<file path="src/rtl/vga_pkg.sv">
// +----------------------------------------------------------------------+
// | vga_pkg: timing record, standard mode constants and length helper.   |
// | Rev 1.0                                                              |
// +----------------------------------------------------------------------+
`default_nettype none

package vga_pkg;

    localparam int VGA_CW = 12;

    typedef struct packed {
        logic [VGA_CW-1:0] h_active;
        logic [VGA_CW-1:0] h_fp;
        logic [VGA_CW-1:0] h_sync;
        logic [VGA_CW-1:0] h_bp;
        logic [VGA_CW-1:0] v_active;
        logic [VGA_CW-1:0] v_fp;
        logic [VGA_CW-1:0] v_sync;
        logic [VGA_CW-1:0] v_bp;
    } timing_t;

    localparam timing_t TIMING_640x480 = '{
        h_active: 12'd640, h_fp: 12'd16, h_sync: 12'd96,  h_bp: 12'd48,
        v_active: 12'd480, v_fp: 12'd10, v_sync: 12'd2,   v_bp: 12'd33
    };

    localparam timing_t TIMING_800x600 = '{
        h_active: 12'd800, h_fp: 12'd40, h_sync: 12'd128, h_bp: 12'd88,
        v_active: 12'd600, v_fp: 12'd1,  v_sync: 12'd4,   v_bp: 12'd23
    };

    // Full-width sum so callers can detect a total that no longer fits the counters.
    function automatic int unsigned total_len(
        input logic [VGA_CW-1:0] active,
        input logic [VGA_CW-1:0] fp,
        input logic [VGA_CW-1:0] sync,
        input logic [VGA_CW-1:0] bp
    );
        return 32'(active) + 32'(fp) + 32'(sync) + 32'(bp);
    endfunction

endpackage

`default_nettype wire

</file>
<file path="src/rtl/vga_timing_gen_if.sv">
// +----------------------------------------------------------------------+
// | vga_timing_gen_if: timing-configuration handshake (valid/ready/err). |
// | Rev 1.0                                                              |
// +----------------------------------------------------------------------+
`default_nettype none

interface vga_timing_gen_if;
    import vga_pkg::*;

    logic    i_cfg_valid;
    logic    o_cfg_ready;
    timing_t i_cfg_timing;
    logic    o_cfg_err;

    modport master (
        output i_cfg_valid,
        output i_cfg_timing,
        input  o_cfg_ready,
        input  o_cfg_err
    );

    modport slave (
        input  i_cfg_valid,
        input  i_cfg_timing,
        output o_cfg_ready,
        output o_cfg_err
    );

endinterface

`default_nettype wire

</file>
<file path="src/rtl/vga_axis_counter.sv">
// +----------------------------------------------------------------------+
// | vga_axis_counter: one-axis position counter with wrap and region     |
// | decode of the next position.                     Rev 1.0             |
// +----------------------------------------------------------------------+
`default_nettype none

module vga_axis_counter #(
    parameter int CW = 12
) (
    input  wire logic          clk,
    input  wire logic          rst_n,
    input  wire logic          run,
    input  wire logic          step,
    input  wire logic [CW-1:0] len_active,
    input  wire logic [CW-1:0] len_fp,
    input  wire logic [CW-1:0] len_sync,
    input  wire logic [CW-1:0] len_bp,
    output logic      [CW-1:0] pos,
    output logic               at_end,
    output logic               nxt_active,
    output logic               nxt_sync
);

    logic [CW+1:0] w_sync_start;
    logic [CW+1:0] w_sync_end;
    logic [CW+1:0] w_last;
    logic [CW+1:0] w_nxt_ext;
    logic [CW-1:0] w_nxt;
    logic [CW-1:0] r_pos;

    assign w_sync_start = {2'b00, len_active} + {2'b00, len_fp};
    assign w_sync_end   = w_sync_start + {2'b00, len_sync};
    assign w_last       = w_sync_end + {2'b00, len_bp} - (CW+2)'(1);
    assign at_end       = ({2'b00, r_pos} == w_last);

    // Held at 0 until the first edge after reset so that edge presents position 0.
    always_comb begin
        w_nxt = r_pos;
        if (!run) begin
            w_nxt = '0;
        end else if (step) begin
            w_nxt = at_end ? '0 : r_pos + CW'(1);
        end
    end

    assign w_nxt_ext  = {2'b00, w_nxt};
    assign nxt_active = (w_nxt_ext < {2'b00, len_active});
    assign nxt_sync   = (w_nxt_ext >= w_sync_start) && (w_nxt_ext < w_sync_end);

    always_ff @(posedge clk or negedge rst_n) begin
        if (!rst_n) begin
            r_pos <= '0;
        end else begin
            r_pos <= w_nxt;
        end
    end

    assign pos = r_pos;

endmodule

`default_nettype wire

</file>
<file path="src/rtl/vga_timing_gen.sv">
// +----------------------------------------------------------------------+
// | vga_timing_gen: VGA raster timing with runtime timing handshake.     |
// | VGA_TIMING_STROBES_EN adds o_line_start / o_frame_start.   Rev 1.0   |
// +----------------------------------------------------------------------+
`default_nettype none

module vga_timing_gen
    import vga_pkg::*;
#(
    parameter int      CW         = VGA_CW,
    parameter bit      H_SYNC_POL = 1'b0,
    parameter bit      V_SYNC_POL = 1'b0,
    parameter timing_t DEF_TIMING = TIMING_640x480
) (
    input  wire logic          i_VGA_CLOCK,
    input  wire logic          i_rst_n,
    vga_timing_gen_if.slave    cfg,
    output logic               o_de,
    output logic               o_hsync,
    output logic               o_vsync,
    output logic [CW-1:0]      o_sx,
    output logic [CW-1:0]      o_sy
`ifdef VGA_TIMING_STROBES_EN
    ,
    output logic               o_line_start,
    output logic               o_frame_start
`endif
);

    timing_t r_act;
    timing_t r_pend;
    timing_t w_t;
    logic    r_run;
    logic    r_ready;
    logic    r_err;
    logic    r_pend_v;
    logic    w_h_end;
    logic    w_v_end;
    logic    w_h_nxt_act;
    logic    w_h_nxt_sync;
    logic    w_v_nxt_act;
    logic    w_v_nxt_sync;
    logic    w_frame_wrap;
    logic    w_xfer;
    logic    w_cfg_ok;

    assign w_t          = cfg.i_cfg_timing;
    assign w_xfer       = cfg.i_cfg_valid & r_ready;
    assign w_frame_wrap = r_run & w_h_end & w_v_end;

    assign w_cfg_ok = (w_t.h_active != '0) && (w_t.h_fp != '0) &&
                      (w_t.h_sync   != '0) && (w_t.h_bp != '0) &&
                      (w_t.v_active != '0) && (w_t.v_fp != '0) &&
                      (w_t.v_sync   != '0) && (w_t.v_bp != '0) &&
                      (total_len(w_t.h_active, w_t.h_fp, w_t.h_sync, w_t.h_bp) < (32'd1 << CW)) &&
                      (total_len(w_t.v_active, w_t.v_fp, w_t.v_sync, w_t.v_bp) < (32'd1 << CW));

    vga_axis_counter #(.CW(CW)) u_h_axis (
        .clk        (i_VGA_CLOCK),
        .rst_n      (i_rst_n),
        .run        (r_run),
        .step       (1'b1),
        .len_active (r_act.h_active),
        .len_fp     (r_act.h_fp),
        .len_sync   (r_act.h_sync),
        .len_bp     (r_act.h_bp),
        .pos        (o_sx),
        .at_end     (w_h_end),
        .nxt_active (w_h_nxt_act),
        .nxt_sync   (w_h_nxt_sync)
    );

    vga_axis_counter #(.CW(CW)) u_v_axis (
        .clk        (i_VGA_CLOCK),
        .rst_n      (i_rst_n),
        .run        (r_run),
        .step       (w_h_end),
        .len_active (r_act.v_active),
        .len_fp     (r_act.v_fp),
        .len_sync   (r_act.v_sync),
        .len_bp     (r_act.v_bp),
        .pos        (o_sy),
        .at_end     (w_v_end),
        .nxt_active (w_v_nxt_act),
        .nxt_sync   (w_v_nxt_sync)
    );

    // A transfer needs ready high, so it can never coincide with applying a pending timing.
    always_ff @(posedge i_VGA_CLOCK or negedge i_rst_n) begin
        if (!i_rst_n) begin
            r_run    <= 1'b0;
            r_ready  <= 1'b0;
            r_err    <= 1'b0;
            r_pend_v <= 1'b0;
            r_act    <= DEF_TIMING;
            r_pend   <= '0;
        end else begin
            r_run <= 1'b1;
            r_err <= 1'b0;
            if (w_frame_wrap && r_pend_v) begin
                r_act    <= r_pend;
                r_pend_v <= 1'b0;
            end
            if (w_xfer) begin
                r_ready <= 1'b0;
                if (w_cfg_ok) begin
                    r_pend   <= w_t;
                    r_pend_v <= 1'b1;
                end else begin
                    r_err <= 1'b1;
                end
            end else if (!r_run || r_err || (w_frame_wrap && r_pend_v)) begin
                r_ready <= 1'b1;
            end
        end
    end

    assign cfg.o_cfg_ready = r_ready;
    assign cfg.o_cfg_err   = r_err;

    always_ff @(posedge i_VGA_CLOCK or negedge i_rst_n) begin
        if (!i_rst_n) begin
            o_de    <= 1'b0;
            o_hsync <= ~H_SYNC_POL;
            o_vsync <= ~V_SYNC_POL;
        end else begin
            o_de    <= w_h_nxt_act & w_v_nxt_act;
            o_hsync <= w_h_nxt_sync ? H_SYNC_POL : ~H_SYNC_POL;
            o_vsync <= w_v_nxt_sync ? V_SYNC_POL : ~V_SYNC_POL;
        end
    end

`ifdef VGA_TIMING_STROBES_EN
    always_ff @(posedge i_VGA_CLOCK or negedge i_rst_n) begin
        if (!i_rst_n) begin
            o_line_start  <= 1'b0;
            o_frame_start <= 1'b0;
        end else begin
            o_line_start  <= ~r_run | w_h_end;
            o_frame_start <= ~r_run | w_frame_wrap;
        end
    end
`endif

endmodule

`default_nettype wire
</file>
<file path="src/flat_wrapper.sv">
// flat-port wrapper written by rule: the top's interface ports become plain ports
module vga_timing_gen_flat import vga_pkg::*;
#(
    parameter int      CW         = VGA_CW,
    parameter bit      H_SYNC_POL = 1'b0,
    parameter bit      V_SYNC_POL = 1'b0,
    parameter timing_t DEF_TIMING = TIMING_640x480
)
  (i_VGA_CLOCK, i_rst_n, o_de, o_hsync, o_vsync, o_sx, o_sy, cfg_i_cfg_valid, cfg_i_cfg_timing, cfg_o_cfg_ready, cfg_o_cfg_err);
  vga_timing_gen_if cfg_i ();
  input  wire logic i_VGA_CLOCK;
  input  wire logic i_rst_n;
  output logic o_de;
  output logic o_hsync;
  output logic o_vsync;
  output logic [CW-1:0] o_sx;
  output logic [CW-1:0] o_sy;
  input wire logic [$bits(cfg_i.i_cfg_valid)-1:0] cfg_i_cfg_valid;
  input wire logic [$bits(cfg_i.i_cfg_timing)-1:0] cfg_i_cfg_timing;
  output wire logic [$bits(cfg_i.o_cfg_ready)-1:0] cfg_o_cfg_ready;
  output wire logic [$bits(cfg_i.o_cfg_err)-1:0] cfg_o_cfg_err;
  assign cfg_i.i_cfg_valid = cfg_i_cfg_valid;
  assign cfg_i.i_cfg_timing = cfg_i_cfg_timing;
  assign cfg_o_cfg_ready = cfg_i.o_cfg_ready;
  assign cfg_o_cfg_err = cfg_i.o_cfg_err;
  vga_timing_gen #(.CW(CW), .H_SYNC_POL(H_SYNC_POL), .V_SYNC_POL(V_SYNC_POL), .DEF_TIMING(DEF_TIMING)) u_core (.i_VGA_CLOCK(i_VGA_CLOCK), .i_rst_n(i_rst_n), .cfg(cfg_i), .o_de(o_de), .o_hsync(o_hsync), .o_vsync(o_vsync), .o_sx(o_sx), .o_sy(o_sy));
endmodule
</file>
<file path="config.mk">
export PLATFORM = sky130hd
export DESIGN_NAME = vga_timing_gen_flat
export DESIGN_NICKNAME = d
export VERILOG_FILES = /design/src/rtl/vga_pkg.sv /design/src/rtl/vga_timing_gen_if.sv /design/src/rtl/vga_axis_counter.sv /design/src/rtl/vga_timing_gen.sv /design/src/flat_wrapper.sv
export SDC_FILE = /design/constraint.sdc
export NUM_CORES = 1
export LEC_CHECK = 0
export CAP_MARGIN = 30
export CELL_PAD_IN_SITES_DETAIL_PLACEMENT = 0
export CELL_PAD_IN_SITES_GLOBAL_PLACEMENT = 1
export CORE_AREA = 4 4 191 193
export DETAILED_ROUTE_END_ITERATION = 7
export DIE_AREA = 0 0 195 197
export PLACE_DENSITY_LB_ADDON = 0.1
export SLEW_MARGIN = 20
export SYNTH_ARGS = -nofsm -noshare
export SYNTH_HDL_FRONTEND = slang
export SYNTH_SLANG_ARGS = --single-unit
export TNS_END_PERCENT = 10
</file>
<file path="constraint.sdc">
create_clock -name i_VGA_CLOCK -period 8.7 [get_ports i_VGA_CLOCK]
set_clock_uncertainty 0.2 [all_clocks]
set_input_delay 2.175 -clock i_VGA_CLOCK [delete_from_list [all_inputs] [get_ports i_VGA_CLOCK]]
set_output_delay 2.175 -clock i_VGA_CLOCK [all_outputs]
set_load 0.005 [all_outputs]
</file>
# ---- Yosys cells after proc, flatten, opt, wreduce, memory -nomap -nowiden
# Index checks and enable logic that the tools add are counted.
dict set report totals {
  register_bits 223
  in_bits 99
  output_inout_bits 29
  wordCells 94
}
dict set report op_classes {
  add_sub_neg 16
  magnitude_cmp 8
  n_eq_ne 2
  mux 14
  n_bitwise 4
  n_reduce_logical 25
}
# operator n
set ops {}
lappend ops {{adder 32 x 12 -> 32 bit} 4}
lappend ops {{nonzero test 12 bit} 8}
lappend ops {{less-than comparator 32 x 13 -> 1 bit, second input constant} 2}
lappend ops {{2-to-1 mux 12 bit} 5}
lappend ops {{adder 14 x 12 -> 14 bit} 4}
lappend ops {{adder 12 x 12 -> 13 bit} 4}
lappend ops {{equality test 12 x 14 -> 1 bit} 2}
lappend ops {{>= comparator 12 x 14 -> 1 bit} 2}
lappend ops {{less-than comparator 12 x 14 -> 1 bit} 2}
lappend ops {{subtractor 14 x 1 -> 14 bit, second input constant} 2}
lappend ops {{adder 12 x 1 -> 12 bit, second input constant} 2}
lappend ops {{less-than comparator 12 bit} 2}
lappend ops {{logical AND 1 bit} 12}
lappend ops {{2-to-1 mux 1 bit} 9}
lappend ops {{AND 1 bit} 4}
lappend ops {{logical OR 1 bit} 2}
lappend ops {{AND reduction 2 bit} 1}
lappend ops {{nonzero test 2 bit} 1}
lappend ops {{zero test 1 bit} 1}

# ---- Depth between registers and ports, before layout
dict set report logic_depth {
  ltp_word 12
  mapped_depth 40
  depth_no_buf 39
}

# ---- By module
# A second synthesis with hierarchy kept.
dict set report hier_totals {
  hier_cells 1632
  area_unflattened_um2 16858.7
}
# mod instances cells_per_inst area_per_inst_um2 seq_area_each_um2
set by_module_without_submodules {}
lappend by_module_without_submodules {vga_timing_gen 1 725 9743.1 5002.3}
lappend by_module_without_submodules {{vga_axis_counter at u_core.u_v_axis} 1 457 3597.2 300.3}
lappend by_module_without_submodules {{vga_axis_counter at u_core.u_h_axis} 1 450 3518.4 300.3}

# ---- Least setup slack after synthesis
# OpenSTA, ideal clock, no wires.
dict set report synth_timing {
  path_kind {reg2reg}
  startpoint {register u_core.r_act[72] (netlist name)}
  endpoint {register u_core.o_vsync}
  setup_ps 89
  arrival_ps 7612
  required_ps 8411
  setup_slack_ps 799
  path_stages_with_launch 38
  n_path_buf 1
  period_less_slack_ps 7901
  cell_sequence {dfrtp_1 ha_1 fa_1 a21o_1 a21oi_1 o21a_1 nor2_1 a21oi_1 xnor2_1 ha_1 and3_1 a211oi_1 o21bai_1 a21oi_1 xor2_1 ha_1 inv_1 ha_1 [2 not listed] nor4_1 nand4b_1 or4_4 nor4_4 and3_1 nand2b_1 clkbuf_1 nor2_1 ha_1 a21oi_1 nor2b_1 o21ai_0 nand2b_1 a21oi_1 nor2_1 a2111oi_0 o41a_1 o211ai_1}
}
dict set report synth_between {
  elab_chain_len 10
  word_cells_on_any_way 11
  cone_classes {add/sub (4); order compare (2); eq/ne (1); mux (3); reduce/logical (1)}
}
# element line
set synth_rtl {}
lappend synth_rtl {{start, declared} vga_timing_gen.sv:30} ;# timing_t r_act;
lappend synth_rtl {{start signal, assigned} vga_timing_gen.sv:101} ;# r_act <= r_pend;
lappend synth_rtl {{adder 12 x 12 -> 13 bit (*)} vga_axis_counter.sv:31} ;# assign w_sync_start = {2'b00, len_active} + {2'b00, len_fp};
lappend synth_rtl {{adder 14 x 12 -> 14 bit (*)} vga_axis_counter.sv:32} ;# assign w_sync_end = w_sync_start + {2'b00, len_sync};
lappend synth_rtl {{adder 14 x 12 -> 14 bit (*)} vga_axis_counter.sv:33} ;# assign w_last = w_sync_end + {2'b00, len_bp} - (CW+2)'(1);
lappend synth_rtl {{subtractor 14 x 1 -> 14 bit (*)} vga_axis_counter.sv:33}
lappend synth_rtl {{equality test 12 x 14 -> 1 bit (*)} vga_axis_counter.sv:34} ;# assign at_end = ({2'b00, r_pos} == w_last);
lappend synth_rtl {{2-to-1 mux 12 bit (*)} vga_axis_counter.sv:41} ;# end else if (step) begin
lappend synth_rtl {{2-to-1 mux 12 bit (*)} vga_axis_counter.sv:39} ;# if (!run) begin
lappend synth_rtl {{named net u_core.u_v_axis.w_nxt[7]} vga_axis_counter.sv:28} ;# logic [CW-1:0] w_nxt;
lappend synth_rtl {{>= comparator 12 x 14 -> 1 bit / less-than comparator 12 x 14 -> 1 bit (equally long branches)} vga_axis_counter.sv:48} ;# assign nxt_sync = (w_nxt_ext >= w_sync_start) && (w_nxt_ext < w_sync_end);
lappend synth_rtl {{logical AND 1 bit (*)} vga_axis_counter.sv:48}
lappend synth_rtl {{2-to-1 mux 1 bit (*)} vga_timing_gen.sv:129} ;# o_vsync <= w_v_nxt_sync ? V_SYNC_POL : ~V_SYNC_POL;
lappend synth_rtl {{end signal, assigned} vga_timing_gen.sv:125} ;# o_vsync <= ~V_SYNC_POL;
lappend synth_rtl {{end signal, assigned} vga_timing_gen.sv:129}
lappend synth_rtl {{end, declared} vga_timing_gen.sv:20} ;# output logic o_vsync,
# The timed path passes the listed nets; every way through them passes the cells marked *.
# A chain may end at the register's enable or synchronous reset.

# ---- Worst setup path after layout
# Same ends and word-level chain as after synthesis.

==> results.sh <==
export IMPL_multi_input_comb_area_mm2=0.0100
export IMPL_cts_buffers_inserted=22
export IMPL_slew_limit_headroom_pct=51.3
export IMPL_max_freq_ghz=0.123
export IMPL_min_period_ns=8.15
export IMPL_cts_max_path_buffers=3
export IMPL_ys_dominant_reg_cell="sky130_fd_sc_hd__dfrtp_1"
export IMPL_placement_rows=68
export IMPL_route_detailed_vias_per_inst=5.40
export IMPL_die_w_um=195
export IMPL_initial_utilization_pct=48.0
export IMPL_htreeDepth=1
export IMPL_mappedNetlistNets=1966
export IMPL_maxCapViolCount=0
export IMPL_layout_nets=2099
export IMPL_timing_final_setup_violations=0
export IMPL_final_hold_viol_count=0
export IMPL_grt_util_met1_pct=35.4
export IMPL_drt_iter0_markers=664
export IMPL_vias=12019
export IMPL_grt_util_all_layers_pct=21.7
export IMPL_async_flop_share_pct=100
export IMPL_crit_top_cell="sky130_fd_sc_hd__ha_1"
export IMPL_static_leakage_power_nw=9.42
export IMPL_yosys_cell_types_count=66
export IMPL_ys_ff_latch=223
export IMPL_routed_wire_length_per_instance_um=18.9
export IMPL_cp_end_kind="register"
export IMPL_clock_insertion_delay_worst_skew_ns=0.51
export IMPL_drt_total_wl_um=42100
export IMPL_netlist_area_mm2=0.0166
export IMPL_fillCellCount=3160
export IMPL_yosysSeqAreaShare_pct=33.8
export IMPL_pd_cells_mw_per_mm2=152
export IMPL_worstReg2RegStart="u_core.r_act[72]$_DFFE_PN0P_"
export IMPL_grt_overflow_total=0
export IMPL_grt_start_max_net_pins=89
export IMPL_globalRoute_busiestLayer="met1"
export IMPL_tightest_slew_ns=0.731
export IMPL_rr_worst_depth=36
export IMPL_postSynthAreaPerCell_um2=10.2
export IMPL_min_delay_worst_endpoint="u_core.r_act[6]$_DFFE_PN0P_"
export IMPL_crit_required_ns=8.91
export IMPL_yosysWarnings=0
export IMPL_layout_worst_path_cycle_share_pct=93.6
export IMPL_post_layout_inst_area_mm2=0.0193
export IMPL_firstDrtPassIters=5
export IMPL_cts_tree="built"
export IMPL_cp_slowest_cell="sky130_fd_sc_hd__or4_4"
export IMPL_synth_edff_count=0
export IMPL_path_clk_slew_ns=0.06
export IMPL_status="completed"
export IMPL_worst_hold_path_type="register to register"
export IMPL_timing_worst_setup_path_type="register to register"
export IMPL_area_growth_synth_to_final_pct=16.0
export IMPL_post_route_cells_drive_above_1_share_pct=15.1
export IMPL_gr_usage_met3_pct=2.05
export IMPL_ff_latch_area_mm2=0.00560
export IMPL_placeableCoreArea_mm2=0.0345
export IMPL_crit_fanout=7
export IMPL_number_of_cells_produced_by_synthesis=1621
export IMPL_setup_tns_ns=0
export IMPL_cp_start_kind="register"
export IMPL_grt_pass1_vias=12242
export IMPL_insertedDiodeCount=0
export IMPL_timing_critical_path_buf_inv=1
export IMPL_drc_errors=0
export IMPL_grt_pass1_wl_um=67400
export IMPL_hold_start="u_core.r_act[6]$_DFFE_PN0P_"
export IMPL_worst_ir_drop_vdd_mv=0.0945
export IMPL_clk_root_buffer_cell="sky130_fd_sc_hd__clkbuf_16"
export IMPL_die_height_um=197
export IMPL_hpwl_um=34600
export IMPL_grt_util_met2_pct=31.8
export IMPL_number_of_placed_i_o_pins=128
export IMPL_worst_r2r_setup_slack_ns=0.55
export IMPL_final_max_slew_viol_count=0
export IMPL_numClockSinks=223
export IMPL_timing_critical_path_slowest_cell_delay_ns=0.59
export IMPL_power_mw=2.94
export IMPL_die_area_mm2=0.0384
export IMPL_globalplace_congestion=0.840
export IMPL_buffer_ports_inserted=127
export IMPL_ant_nets=0
export IMPL_timing_critical_path_max_delay_family="compound AO/OA/AOI/OAI gates"
export IMPL_critPathArrivalTime_ns=8.36
export IMPL_placedInstanceArea_mm2=0.0184
export IMPL_worstReg2RegEnd="u_core.o_vsync$_DFF_PN1_"
export IMPL_antenna_found_initial=0
export IMPL_timing_hold_worst_path_depth=1
## worst reg2reg max path, delay by kind of cell, from the launching register on
family / cells / cell delay (ns)
flip-flops: 1 / 0.39
AND/OR/NAND/NOR: 12 / 2.29
buffers and inverters: 1 / 0.11
AO/OA/AOI/OAI: 14 / 2.75
adder cells (fa/ha/maj): 6 / 1.74
XOR/XNOR: 3 / 0.59
## per-stage QoR
stage / std cells / utilization [%] / hold WS [ns] / setup WS (ns)
after global placement: 2183 / 53.2 / 0.263 / 0.364
after detailed placement: 2183 / 53.2 / 0.279 / 0.0587
after floorplan: 1621 / - / 0.242 / 0.799
after CTS: 2222 / 55.4 / 0.293 / 0.00792
after global routing: 2224 / 55.7 / 0.308 / -0.0123
final: 2224 / 55.7 / 0.288 / 0.554
## synth_stat cells (4+ instances only)
cell type	n	share of area, %
sky130_fd_sc_hd__o21ai_0	44	1.3
sky130_fd_sc_hd__nand4_1	16	0.60
sky130_fd_sc_hd__nor2b_1	21	0.79
sky130_fd_sc_hd__inv_1	235	5.3
sky130_fd_sc_hd__xnor2_1	66	3.5
sky130_fd_sc_hd__nand2b_1	14	0.53
sky130_fd_sc_hd__a21o_1	36	1.6
sky130_fd_sc_hd__dfstp_2	18	2.8
sky130_fd_sc_hd__or3_1	6	0.23
sky130_fd_sc_hd__a211oi_1	14	0.63
sky130_fd_sc_hd__a31oi_1	7	0.26
sky130_fd_sc_hd__o41a_1	4	0.27
sky130_fd_sc_hd__buf_4	7	0.32
sky130_fd_sc_hd__a21oi_1	81	2.4
sky130_fd_sc_hd__clkbuf_1	17	0.38
sky130_fd_sc_hd__mux2i_1	4	0.24
sky130_fd_sc_hd__and3_1	11	0.41
sky130_fd_sc_hd__o211ai_1	9	0.41
sky130_fd_sc_hd__dfrtp_1	205	31
sky130_fd_sc_hd__mux2_2	165	11
sky130_fd_sc_hd__nand2_1	51	1.2
sky130_fd_sc_hd__mux2_1	29	2.0
sky130_fd_sc_hd__ha_1	216	16
sky130_fd_sc_hd__nand3_1	29	0.87
sky130_fd_sc_hd__fa_1	30	3.6
sky130_fd_sc_hd__nor4_1	29	1.1
sky130_fd_sc_hd__nand3b_1	5	0.23
sky130_fd_sc_hd__o21bai_1	16	0.72
sky130_fd_sc_hd__o22ai_1	5	0.19
sky130_fd_sc_hd__or2_2	8	0.30
sky130_fd_sc_hd__a31o_2	4	0.21
sky130_fd_sc_hd__a211o_1	7	0.37
sky130_fd_sc_hd__xor2_1	52	2.7
sky130_fd_sc_hd__nor3_1	16	0.48
sky130_fd_sc_hd__nor2_1	73	1.7
sky130_fd_sc_hd__o21a_1	20	0.90
sky130_fd_sc_hd__a2111oi_0	4	0.21
## flip-flops by register name (all words and copies together) (netlist names)
register	flops
u_core.cfg.o_cfg_err	1
u_core.cfg.o_cfg_ready	1
u_core.o_de	1
u_core.o_hsync	1
u_core.o_vsync	1
u_core.r_act	96
u_core.r_pend	96
u_core.r_pend_v	1
u_core.r_run	1
u_core.u_h_axis.pos	12
u_core.u_v_axis.pos	12
## cell families (layout without fill, tap and decap cells)
kind of cell | Yosys count | in the layout | synth area share [%]
mux | 198 | 198 | 13.4
other cells | 1 | 1 | 0.0226
compound gates | 277 | 277 | 11.0
simple gates | 293 | 293 | 9.12
xor+xnor | 118 | 118 | 6.23
buf+inv | 265 | 413 | 6.53
fa+ha+maj | 246 | 246 | 19.9
flops | 223 | 223 | 33.8
## area by class of cell
| type | instances | share of cell area, % |
|---|---|---|
| Clock buffer | 30 | 3.28 |
| Sequential cell | 223 | 29.1 |
| Inverter | 235 | 4.58 |
| Multi-Input combinational cell | 1133 | 52.0 |
| Tap cell | 455 | 2.96 |
| Timing Repair Buffer | 139 | 7.40 |
| Clock inverter | 9 | 0.695 |
## repair_timing
| item | CTS | global route |
|---|---|---|
| pin swaps | 0 | 2 |
| hold buffers | 0 | 0 |
| endpoints found under the setup margin | 1 | 3 |
| gates resized for setup | 1 | 17 |
| setup buffers | 0 | 1 |
## report_power, final
group	switching (mW)	total, mW	internal, mW
registers	0.151	1.39	1.24
clock network	0.404	1.00	0.600
logic	0.235	0.544	0.310
total	0.790	2.94	2.15
## cell usage in the layout (no fill, tap or decap), types with 44 or more instances in the layout
master	netlist	layout
sky130_fd_sc_hd__o21ai_0	44	44
sky130_fd_sc_hd__clkdlybuf4s50_1	0	126
sky130_fd_sc_hd__dfrtp_1	205	205
sky130_fd_sc_hd__ha_1	216	215
sky130_fd_sc_hd__inv_1	235	235
sky130_fd_sc_hd__nand2_1	51	51
sky130_fd_sc_hd__xor2_1	52	51
sky130_fd_sc_hd__mux2_2	165	165
sky130_fd_sc_hd__xnor2_1	66	66
sky130_fd_sc_hd__a21oi_1	81	79
sky130_fd_sc_hd__nor2_1	73	69
## worst max path at each step
| stage | from | endpoint | cells past startpoint |
|---|---|---|---|
| detailed placement | u_core.r_act[84]$_DFFE_PN0P_ | u_core.o_vsync$_DFF_PN1_ | 36 |
| finish | u_core.r_act[72]$_DFFE_PN0P_ | u_core.o_vsync$_DFF_PN1_ | 36 |
| floorplan | u_core.r_act[72]$_DFFE_PN0P_ | u_core.o_vsync$_DFF_PN1_ | 37 |
| global placement | u_core.r_act[84]$_DFFE_PN0P_ | u_core.o_vsync$_DFF_PN1_ | 36 |
| global route | u_core.r_act[72]$_DFFE_PN0P_ | u_core.o_vsync$_DFF_PN1_ | 36 |
| CTS | u_core.r_act[72]$_DFFE_PN0P_ | u_core.o_vsync$_DFF_PN1_ | 36 |
## per-layer routing
layer	vias up	part of all wire, %
met4	0	1.5
met1	5863	54
met5	-	0
li1	5934	-
met2	184	41
met3	38	3.3
Note: power is estimated with default switching activity, not from simulation.
